<file path="src/rtl/cursor_engine.sv">
// cursor_engine: terminal cursor positioning with scroll-region handling and scroll requests.
// Define CURSOR_ENGINE_TAB_STOPS_EN for a per-column tab-stop register with a serial HT scan.
module cursor_engine #(
  parameter int ROWS = 24,
  parameter int COLS = 80,
  parameter int W    = 8
) (
  input  logic         clk,
  input  logic         rst,
  input  logic         cmd_valid,
  output logic         cmd_ready,
  input  logic [4:0]   cmd_op,
  input  logic [W-1:0] cmd_p1,
  input  logic [W-1:0] cmd_p2,
  input  logic         origin_mode,
  input  logic         auto_wrap,
  input  logic         line_feed,
  input  logic [W-1:0] scroll_top,
  input  logic [W-1:0] scroll_bottom,
  output logic [W-1:0] cur_row,
  output logic [W-1:0] cur_col,
  output logic         scroll_valid,
  input  logic         scroll_ready,
  output logic         scroll_dir,
  output logic [W-1:0] scroll_lines
);
  localparam logic [4:0] OP_CUP = 5'd1, OP_CUF = 5'd2, OP_CUB = 5'd3, OP_CUD = 5'd4, OP_CUU = 5'd5;
  localparam logic [4:0] OP_IND = 5'd6, OP_RI = 5'd7, OP_NEL = 5'd8, OP_LF = 5'd9, OP_CR = 5'd10;
  localparam logic [4:0] OP_BS = 5'd11, OP_HT = 5'd12, OP_HTS = 5'd13, OP_TBC = 5'd14;
  localparam logic [4:0] OP_PRINT = 5'd15, OP_DECSC = 5'd16, OP_DECRC = 5'd17;
  localparam logic [W:0] ONE     = (W+1)'(1);
  localparam logic [W:0] SEVEN   = (W+1)'(7);
  localparam logic [W:0] ROW_MAX = (W+1)'(ROWS - 1);
  localparam logic [W:0] COL_MAX = (W+1)'(COLS - 1);

  typedef enum logic [1:0] {S_IDLE, S_TAB_SCAN, S_SCROLL_WAIT} state_t;
  state_t r_state, w_state_next;

  logic [W-1:0] r_row, r_col, r_save_row, r_save_col, r_scroll_lines;
  logic         r_scroll_valid, r_scroll_dir;
  logic         w_accept, w_at_top, w_at_bot, w_scroll, w_scroll_dn;
  logic [W:0]   w_row, w_col, w_top, w_bot, w_pn, w_p1m, w_p2m;
  logic [W-1:0] w_idx_row, w_ri_row, w_cup_row, w_cud_row, w_cuu_row, w_col_step;
  logic [W-1:0] w_row_next, w_col_next;

  // Saturating helpers: inputs are W+1 bits wide, results always fit W bits.
  function automatic logic [W-1:0] f_min(input logic [W:0] a, input logic [W:0] b);
    return (a < b) ? a[W-1:0] : b[W-1:0];
  endfunction
  function automatic logic [W-1:0] f_max(input logic [W:0] a, input logic [W:0] b);
    return (a > b) ? a[W-1:0] : b[W-1:0];
  endfunction

  assign w_accept   = cmd_valid && (r_state == S_IDLE);
  assign w_row      = {1'b0, r_row};
  assign w_col      = {1'b0, r_col};
  assign w_top      = {1'b0, scroll_top};
  assign w_bot      = {1'b0, scroll_bottom};
  assign w_pn       = (cmd_p1 == '0) ? ONE : {1'b0, cmd_p1};
  assign w_p1m      = (cmd_p1 == '0) ? '0 : {1'b0, cmd_p1} - ONE;
  assign w_p2m      = (cmd_p2 == '0) ? '0 : {1'b0, cmd_p2} - ONE;
  assign w_at_top   = (r_row == scroll_top);
  assign w_at_bot   = (r_row == scroll_bottom);
  assign w_idx_row  = w_at_bot ? r_row : f_min(w_row + ONE, ROW_MAX);
  assign w_ri_row   = (w_at_top || r_row == '0) ? r_row : r_row - W'(1);
  assign w_cup_row  = origin_mode ? scroll_top + f_min(w_p1m, w_bot - w_top) : f_min(w_p1m, ROW_MAX);
  assign w_cud_row  = f_min(w_row + w_pn, (w_row <= w_bot) ? w_bot : ROW_MAX);
  assign w_cuu_row  = f_max((w_row >= w_pn) ? w_row - w_pn : '0, (w_row >= w_top) ? w_top : '0);
  assign w_col_step = f_min(w_col + ONE, COL_MAX);

  always_comb begin
    w_row_next  = r_row;
    w_col_next  = r_col;
    w_scroll    = 1'b0;
    w_scroll_dn = 1'b0;
    case (cmd_op)
      OP_CUP: begin
        w_row_next = w_cup_row;
        w_col_next = f_min(w_p2m, COL_MAX);
      end
      OP_CUF: w_col_next = f_min(w_col + w_pn, COL_MAX);
      OP_CUB: w_col_next = f_min((w_col >= w_pn) ? w_col - w_pn : '0, COL_MAX);
      OP_CUD: w_row_next = w_cud_row;
      OP_CUU: w_row_next = w_cuu_row;
      OP_IND: begin
        w_row_next = w_idx_row;
        w_scroll   = w_at_bot;
      end
      OP_NEL: begin
        w_row_next = w_idx_row;
        w_col_next = '0;
        w_scroll   = w_at_bot;
      end
      OP_LF: begin
        w_row_next = w_idx_row;
        w_scroll   = w_at_bot;
        if (line_feed) w_col_next = '0;
      end
      OP_RI: begin
        w_row_next  = w_ri_row;
        w_scroll    = w_at_top;
        w_scroll_dn = w_at_top;
      end
      OP_CR: w_col_next = '0;
      OP_BS: w_col_next = (r_col == '0) ? '0 : r_col - W'(1);
`ifndef CURSOR_ENGINE_TAB_STOPS_EN
      OP_HT: w_col_next = f_min((w_col | SEVEN) + ONE, COL_MAX);
`endif
      OP_PRINT: begin
        if (w_col < COL_MAX) begin
          w_col_next = w_col_step;
        end else if (auto_wrap) begin
          w_row_next = w_idx_row;
          w_col_next = '0;
          w_scroll   = w_at_bot;
        end
      end
      OP_DECRC: begin
        w_row_next = r_save_row;
        w_col_next = r_save_col;
      end
      default: ;
    endcase
  end

`ifdef CURSOR_ENGINE_TAB_STOPS_EN
  function automatic logic [COLS-1:0] f_tab_init();
    for (int i = 0; i < COLS; i++) f_tab_init[i] = (i != 0) && (i % 8 == 0);
  endfunction
  localparam logic [COLS-1:0] TAB_INIT = f_tab_init();

  logic [COLS-1:0] r_tabs, w_tab_next, w_hit;
  logic [W-1:0]    r_scan;
  logic            w_ht, w_tab_set, w_tab_clr_one, w_tab_clr_all, w_scan_done;

  assign w_ht          = w_accept && (cmd_op == OP_HT);
  assign w_tab_set     = w_accept && (cmd_op == OP_HTS);
  assign w_tab_clr_one = w_accept && (cmd_op == OP_TBC) && (cmd_p1 == '0);
  assign w_tab_clr_all = w_accept && (cmd_op == OP_TBC) && (cmd_p1 == W'(3));

  for (genvar gi = 0; gi < COLS; gi++) begin : g_tab
    assign w_tab_next[gi] = w_tab_clr_all ? 1'b0 :
                            (r_col != W'(gi)) ? r_tabs[gi] :
                            w_tab_set ? 1'b1 : w_tab_clr_one ? 1'b0 : r_tabs[gi];
    assign w_hit[gi] = r_tabs[gi] && (r_scan == W'(gi));
  end
  assign w_scan_done = (|w_hit) || ({1'b0, r_scan} >= COL_MAX);

  // r_scan holds the column under test; it starts one past the cursor.
  always_ff @(posedge clk or posedge rst) begin
    if (rst) begin
      r_tabs <= TAB_INIT;
      r_scan <= '0;
    end else begin
      r_tabs <= w_tab_next;
      if (w_ht) r_scan <= w_col_step;
      else if (r_state == S_TAB_SCAN && !w_scan_done) r_scan <= r_scan + W'(1);
    end
  end
`endif

  always_ff @(posedge clk or posedge rst) begin
    if (rst) r_state <= S_IDLE;
    else     r_state <= w_state_next;
  end

  always_comb begin
    w_state_next = r_state;
    case (r_state)
      S_IDLE: begin
        if (w_accept && w_scroll) w_state_next = S_SCROLL_WAIT;
`ifdef CURSOR_ENGINE_TAB_STOPS_EN
        else if (w_ht) w_state_next = S_TAB_SCAN;
`endif
      end
      S_TAB_SCAN: begin
`ifdef CURSOR_ENGINE_TAB_STOPS_EN
        if (w_scan_done) w_state_next = S_IDLE;
`else
        w_state_next = S_IDLE;
`endif
      end
      S_SCROLL_WAIT: if (scroll_ready) w_state_next = S_IDLE;
      default: w_state_next = S_IDLE;
    endcase
  end

  always_comb begin
    cmd_ready = (r_state == S_IDLE);
  end

  always_ff @(posedge clk or posedge rst) begin
    if (rst) begin
      r_row          <= '0;
      r_col          <= '0;
      r_save_row     <= '0;
      r_save_col     <= '0;
      r_scroll_valid <= 1'b0;
      r_scroll_dir   <= 1'b0;
      r_scroll_lines <= '0;
    end else begin
      case (r_state)
        S_IDLE: begin
          if (w_accept) begin
            r_row <= w_row_next;
            r_col <= w_col_next;
            if (cmd_op == OP_DECSC) begin
              r_save_row <= r_row;
              r_save_col <= r_col;
            end
            if (w_scroll) begin
              r_scroll_valid <= 1'b1;
              r_scroll_dir   <= w_scroll_dn;
              r_scroll_lines <= W'(1);
            end
          end
        end
        S_TAB_SCAN: begin
`ifdef CURSOR_ENGINE_TAB_STOPS_EN
          if (w_scan_done) r_col <= r_scan;
`endif
        end
        S_SCROLL_WAIT: if (scroll_ready) r_scroll_valid <= 1'b0;
        default: ;
      endcase
    end
  end

  assign cur_row      = r_row;
  assign cur_col      = r_col;
  assign scroll_valid = r_scroll_valid;
  assign scroll_dir   = r_scroll_dir;
  assign scroll_lines = r_scroll_lines;
endmodule

</file>
<file path="config.mk">
export PLATFORM = sky130hd
export DESIGN_NAME = cursor_engine
export DESIGN_NICKNAME = d
export VERILOG_FILES = /design/src/rtl/cursor_engine.sv
export SDC_FILE = /design/constraint.sdc
export NUM_CORES = 1
export LEC_CHECK = 0
export CAP_MARGIN = 20
export CELL_PAD_IN_SITES_DETAIL_PLACEMENT = 0
export CELL_PAD_IN_SITES_GLOBAL_PLACEMENT = 1
export CORE_MARGIN = 2
export CORE_UTILIZATION = 44
export CTS_CLUSTER_SIZE = 10
export DETAILED_ROUTE_END_ITERATION = 8
export PLACE_DENSITY_LB_ADDON = 0.1
export SLEW_MARGIN = 10
export SYNTH_ARGS = -nofsm -noshare
export SYNTH_HDL_FRONTEND = slang
export SYNTH_SLANG_ARGS = --single-unit
</file>
<file path="constraint.sdc">
create_clock -name clk -period 5.6 [get_ports clk]
set_input_delay 1.12 -clock clk [delete_from_list [all_inputs] [get_ports clk]]
set_output_delay 1.12 -clock clk [all_outputs]
set_load 0.02 [all_outputs]
</file>
==> summary.txt, run 1 <==
via count = 7,504
setup ws final = 0.249 ns
grt total ovfl = 0
Async SR Flop Fraction = 100%
layout cells sized above 1 = 17.7%
CP Max Fanout = 6
final wirelength = 24.4 mm
post-synth top area share = 17.3%
final hold vios = 0
FP Rows = 46
via/cell ratio = 5.79
Slew HR = 37.9%
core area = 15,800 µm²
Die Wd = 131 µm
CTS Root Cell = clkbuf_16
top cells by count, synth = ha_1, nor2_1, inv_1, nand2_1, a21oi_1
cell area after synthesis = 7090 µm²
Crit. End Element = flip-flop
met2 Use GR = 48.3%
Routed Antenna Nets = 0
PD cells = 392 nW/µm²
met1 Use GR = 37.0%
die height = 131 µm
Worst-path clk slew = 0.06 ns
crit share post-route = 95.6%
CP Launch Type = primary input
DP Cell Count = 1,281
WS Path Type = in -> reg
routability cong. = 0.921
# nets final = 1,227
Seq/Total Area, Yosys = 12.7%
Routed WL per cell = 18.8 µm
GR Layer Usage met3 = 3.14%
drt pass-1 iters = 6
Leak Pwr = 0.00392 µW
wire length of the first global-routing pass = 37.3 mm
ys flop type = dfrtp_1
final worst path period need = 5.35 ns
CTS tree = yes
Clock Tree Buf Depth = 2
Num CTS Buffers = 5
Gate Count Post-Synth = 944
PortBufs = 63
Tightest Hold Check Type = reg -> reg
leading area contributor after synthesis = ha_1
Synth area leaders = ha_1, dfrtp_1, a21oi_1
worst-margin pin slew = 0.908 ns
Total GRT Usage = 28.3%
Top Usage Layer GRT = met2
vias in the first global route = 6,997
initial antenna violation count = 0
R2R setup slack = 1.27 ns
initial DRC count = 607
most frequent cell after synthesis = ha_1
hpwl dp = 19.5 mm
die footprint = 17,100 µm²
DRC Markers = 0
starting density of the core = 44.8%
number of flops mapped to enable cells by yosys = 0
Clock Latency Late Sink = 0.28 ns
Clock Skews = 0.00709 ns
H-Tree Depth = 2
dpl ws = -0.592 ns
max frequency = 0.187 GHz
Slew Viols, Final = 0
Final Non-Filler Cells = 1,295
Final setup viols = 0
fill count = 1,576
largest net degree at the start of global routing = 37
Worst VDD drop = 0.217 mV
synth warn = 0
I/O Pins = 71
#FFs+latches synth = 36
Clock Sinks = 36
CP Data Required Time = 5.77 ns
# Max-Cap Violations = 0
syn avg cell area = 7.51 µm²
outcome = completed
hold slack = 0.463 ns
Syn-to-layout area delta = 26.0%
n_diodes = 0
Netlist cell types = 89
CP arrival = 5.52 ns
## state kept, by name, summed over array words and instances, names as in the netlist
register      flops
cur_row           8
scroll_valid      1
r_save_col        8
scroll_lines      1
cur_col           8
r_save_row        8
r_state           1
scroll_dir        1
## worst paths after layout
kind / from / depth (start not counted) / endpoint
setup / recovery: scroll_bottom[2] / 24 / cur_row[6]$_DFFE_PP0P_
hold / removal: scroll_lines[0]$_DFFE_PP0P_ / 1 / scroll_lines[0]$_DFFE_PP0P_
setup reg to reg: cur_row[5]$_DFFE_PP0P_ / 16 / cur_row[6]$_DFFE_PP0P_
hold reg to reg: scroll_lines[0]$_DFFE_PP0P_ / 1 / scroll_lines[0]$_DFFE_PP0P_
max in group asynchronous: rst / 3 / r_save_col[4]$_DFFE_PP0P_
min in group asynchronous: rst / 3 / scroll_valid$_DFFE_PP0P_
## stage by stage
stage,total power [µW],setup TNS (ns),instance area [µm²],utilization [%]
floorplan,2120,0,7110,-
global placement,2990,-1.87,8520,53.8
detailed placement,2990,-2.75,8520,53.8
CTS,3290,0,8690,54.9
global route,3780,-0.0139,8930,56.4
finish,3500,0,8930,56.4
## area by class of cell
type / instances / area (µm²) / share of cell area (%)
Inverter: 76 / 285 / 3.20
Tap cell: 216 / 270 / 3.03
Sequential cell: 36 / 901 / 10.1
Timing Repair Buffer: 172 / 1470 / 16.4
Clock buffer: 5 / 125 / 1.40
Multi-Input combinational cell: 788 / 5870 / 65.7
Clock inverter: 2 / 12.5 / 0.140
## critical path: stages
cell and delay (ns):
clkdlybuf4s50_1 0.52, ha_4 0.34, buf_4 0.10, o2111ai_2 0.13
a31oi_1 0.22, xor2_1 0.23, inv_1 0.11, ha_4 0.24
a21oi_2 0.14, o21ai_2 0.08, nor3_2 0.27, a21oi_4 0.11
nor2_1 0.12, a21oi_1 0.06, ha_2 0.21, fa_2 0.34
a21o_1 0.17, a21oi_2 0.13, o21bai_1 0.09, a21oi_2 0.16
xnor2_1 0.08, a222oi_1 0.26, o21ai_1 0.11, o22a_1 0.18
## per-layer routing
metal | vias to the layer above | part of all wire (%) | wire length [µm]
met2 | 255 | 47 | 11500
li1 | 3697 | - | -
met4 | 0 | 3.7 | 900
met3 | 46 | 5.8 | 1410
met5 | - | 0 | 0
met1 | 3506 | 43 | 10500
## cell families (layout without fill, tap and decap cells)
group / count (synthesis) / after routing / share of synthesized area (%)
mux: 26 / 26 / 3.85
compound gates: 288 / 288 / 28.4
simple gates: 311 / 311 / 22.0
buf+inv: 127 / 255 / 7.70
fa+ha+maj: 104 / 104 / 19.0
other cells: 1 / 8 / 0.0529
flops: 36 / 36 / 12.7
xor+xnor: 51 / 51 / 6.30
## placed cells by master (no fill, tap or decap), types with 13 or more instances in the layout
| cell | Yosys | layout |
|---|---|---|
| clkdlybuf4s50_1 | 0 | 58 |
| xnor2_1 | 32 | 32 |
| nand2_1 | 66 | 66 |
| nor3_1 | 27 | 26 |
| and2_1 | 18 | 18 |
| xor2_1 | 19 | 19 |
| a21oi_1 | 61 | 52 |
| o22ai_1 | 14 | 13 |
| nor2b_1 | 18 | 17 |
| nand3_1 | 24 | 24 |
| a21o_1 | 17 | 17 |
| buf_4 | 12 | 108 |
| inv_1 | 76 | 73 |
| nor2_1 | 81 | 81 |
| ha_1 | 98 | 90 |
| nand2b_1 | 23 | 22 |
| o21ai_0 | 53 | 46 |
| dfrtp_1 | 36 | 36 |
| a31oi_1 | 20 | 20 |
| mux2i_1 | 16 | 16 |
| nand4_1 | 14 | 14 |
## where the power goes
group          internal [µW]  total (µW)  switching [µW]
clock                    161         267             106
combinational           1290        2730            1450
sequential               328         495             166
## what timing repair did
action	in CTS	in global routing
setup buffers	1	6
setup endpoints to repair	4	8
hold buffers	0	0
resized for setup	9	47
pin swaps	3	21
cloned	0	0
Note: power is estimated with default switching activity, not from simulation.
==> run 2, diff against run 1 <==
Settings changed: CORE_UTILIZATION 44 to 35, GPL_ROUTABILITY_DRIVEN set to 0, TNS_END_PERCENT set to 20.
==> summary.txt, run 2 (same netlist as run 1, synthesis figures left out) <==
outcome = completed
# Max-Cap Violations = 0 (unchanged)
CP Max Fanout = 6 (unchanged)
commonest non-fill, non-tap cell in the layout = buf_4
n_diodes = 0 (unchanged)
critical path's most frequent cell = buf_4
final worst path period need = 5.40 ns (+0.0484 ns)
Num CTS Buffers = 5 (unchanged)
CP arrival = 5.60 ns (+0.08 ns)
Leak Pwr = 0.00402 µW (+2.6%)
crit share post-route = 96.4% (+0.86 points)
worst-margin pin slew = 0.788 ns (-0.120 ns)
Worst-path clk slew = 0.06 ns (about the same)
final hold vios = 0 (unchanged)
largest net degree at the start of global routing = 37 (unchanged)
layout cells sized above 1 = 19.7% (+2.0 points)
Clock Skews = 0.00690 ns (-0.000188 ns)
core area = 20,000 µm² (+27%)
H-Tree Depth = 2 (unchanged)
Worst VDD drop = 0.144 mV (-34%)
# nets final = 1,243 (+1.3%)
CTS tree = yes
hold path endpoint = scroll_lines[0]$_DFFE_PP0P_
Slew HR = 46.1% (+8.2 points)
slowest cell on the critical path = clkdlybuf4s50_1
Clock Latency Late Sink = 0.28 ns (about the same)
via count = 7,376 (-1.7%)
starting density of the core = 35.4% (-9.4 points)
Crit path largest cell delay = 0.50 ns (-0.02 ns)
grt total ovfl = 0 (unchanged)
initial antenna violation count = 0 (unchanged)
Reg2Reg Launch Point = cur_row[0]$_DFFE_PP0P_
Clock Tree Buf Depth = 2 (unchanged)
fin util = 46.1% (-10 points)
FF-to-FF End = cur_row[1]$_DFFE_PP0P_
Die Wd = 146 µm (+12%)
Routed Antenna Nets = 0 (unchanged)
commonest non-fill, non-tap cells in the layout = buf_4, ha_1, nor2_1, inv_1, nand2_1
R2R setup slack = 1.42 ns (+0.15 ns)
Routed WL per cell = 18.4 µm (-2.0%)
via/cell ratio = 5.40 (-6.8%)
Crit. End Element = flip-flop
PD cells = 389 nW/µm² (-0.68%)
wire length of the first global-routing pass = 39.5 mm (+6.0%)
vias in the first global route = 7,137 (+2.0%)
drt pass-1 iters = 5 (-1)
DRC Markers = 0 (unchanged)
CTS Hold Buffers Added = 0 (unchanged)
PortBufs = 63 (unchanged)
initial DRC count = 565 (-6.9%)
die footprint = 21,400 µm² (+25%)
hold slack = 0.464 ns (+0.00159 ns)
max frequency = 0.185 GHz (-0.90%)
worst path cell trace = clkdlybuf4s50_1 > ha_4 > buf_4 > o2111ai_2 > a31oi_1 > xor2_1 > inv_1 > ha_4 > nand2_2 > o21ai_4 > o22ai_4 > a21oi_4 > buf_4 > mux2i_2 > ha_1 > buf_4 > a211oi_2 > nor2_1 > o41ai_1 > xnor2_1 > xnor2_1 > nand2_1 > a31oi_1
CP Launch Type = primary input
FP Rows = 52 (+13%)
Hold Crit Start = scroll_lines[0]$_DFFE_PP0P_
die height = 146 µm (+12%)
Final setup viols = 0 (unchanged)
Tightest Hold Check Type = reg -> reg
hold path depth = 1 (unchanged)
I/O Pins = 71 (unchanged)
hpwl dp = 20.1 mm (+3.3%)
CTS Root Cell = clkbuf_16
CP Data Required Time = 5.80 ns (+0.03 ns)
Slew Viols, Final = 0 (unchanged)
DP Cell Count = 1,346 (+5.1%)
Total GRT Usage = 23.1% (-5.2 points)
Clock Sinks = 36 (unchanged)
Final Non-Filler Cells = 1,366 (+5.5%)
final wirelength = 25.2 mm (+3.3%)
WS Path Type = in -> reg
R2R depth = 21 (+5)
Syn-to-layout area delta = 30.2%
crit path launch = scroll_bottom[2]
==> run 2: cell count changes in the layout (fill, tap and decap cells not counted), moves of 2 or more <==
cell / delta
buf_4: +15
ha_1: -2
ha_4: +3
inv_1: -3
inv_2: +3
o21ai_2: -2
o41ai_2: -2
==> run 2: critical path, delay by kind of cell <==
kind	cells	cell delay [ns]
AOI/OAI and AO/OA	8	1.54
xor gates and xnor gates	3	0.58
adders and majority gates	3	0.90
buffers and inverters	5	1.02
muxes	1	0.20
and+or+nand+nor	3	0.22
==> run 2: worst max path at each step <==
stage,to,cells past startpoint
floorplan,cur_row[6]$_DFFE_PP0P_,25
global placement,cur_row[6]$_DFFE_PP0P_,27
detailed placement,cur_row[6]$_DFFE_PP0P_,27
CTS,cur_row[6]$_DFFE_PP0P_,28
global route,cur_row[5]$_DFFE_PP0P_,24
finish,cur_row[7]$_DFFE_PP0P_,23
==> run 2: layout make-up <==
type,count,area [µm²]
Clock inverter,1,7.51
Inverter,76,285
Fill cell,2148,10800
Timing Repair Buffer,188,1600
Tap cell,270,338
Sequential cell,36,901
Multi-Input combinational cell,788,5960
Clock buffer,7,143
==> run 2: power breakdown <==
part           switching, µW  internal (µW)  leakage [µW]  total (µW)
Sequential               130            329      0.000443         460
Clock                    116            178     0.0000701         293
Combinational           1500           1340       0.00350        2840
Total                   1750           1840       0.00402        3590
==> run 2: routing by layer <==
metal  wire length, µm  share of wire (%)  GRT usage, %
met1             12200                 49          33.0
met2             11600                 46          38.3
met3               898                3.6          1.97
met4               399                1.6          4.61
met5                 0                  0             0
==> run 2: stage by stage <==
stage / worst slack [ns] / setup TNS, ns / cell area [µm²] / power [µW]
global placement: -0.500 / -2.71 / 8670 / 3080
global route: -0.0650 / -0.156 / 9230 / 3920
finish: 0.201 / 0 / 9230 / 3590
floorplan: 0.0189 / 0 / 7110 / 2120
CTS: 0.0114 / 0 / 8890 / 3440
detailed placement: -0.683 / -3.30 / 8670 / 3070
==> run 2: what timing repair did <==
item / in CTS / in global routing
pin swaps: 7 / 26
hold endpoints to repair: 0 / 0
resized for setup: 12 / 57
buffers inserted: 3 / 8
setup endpoints to repair: 7 / 8
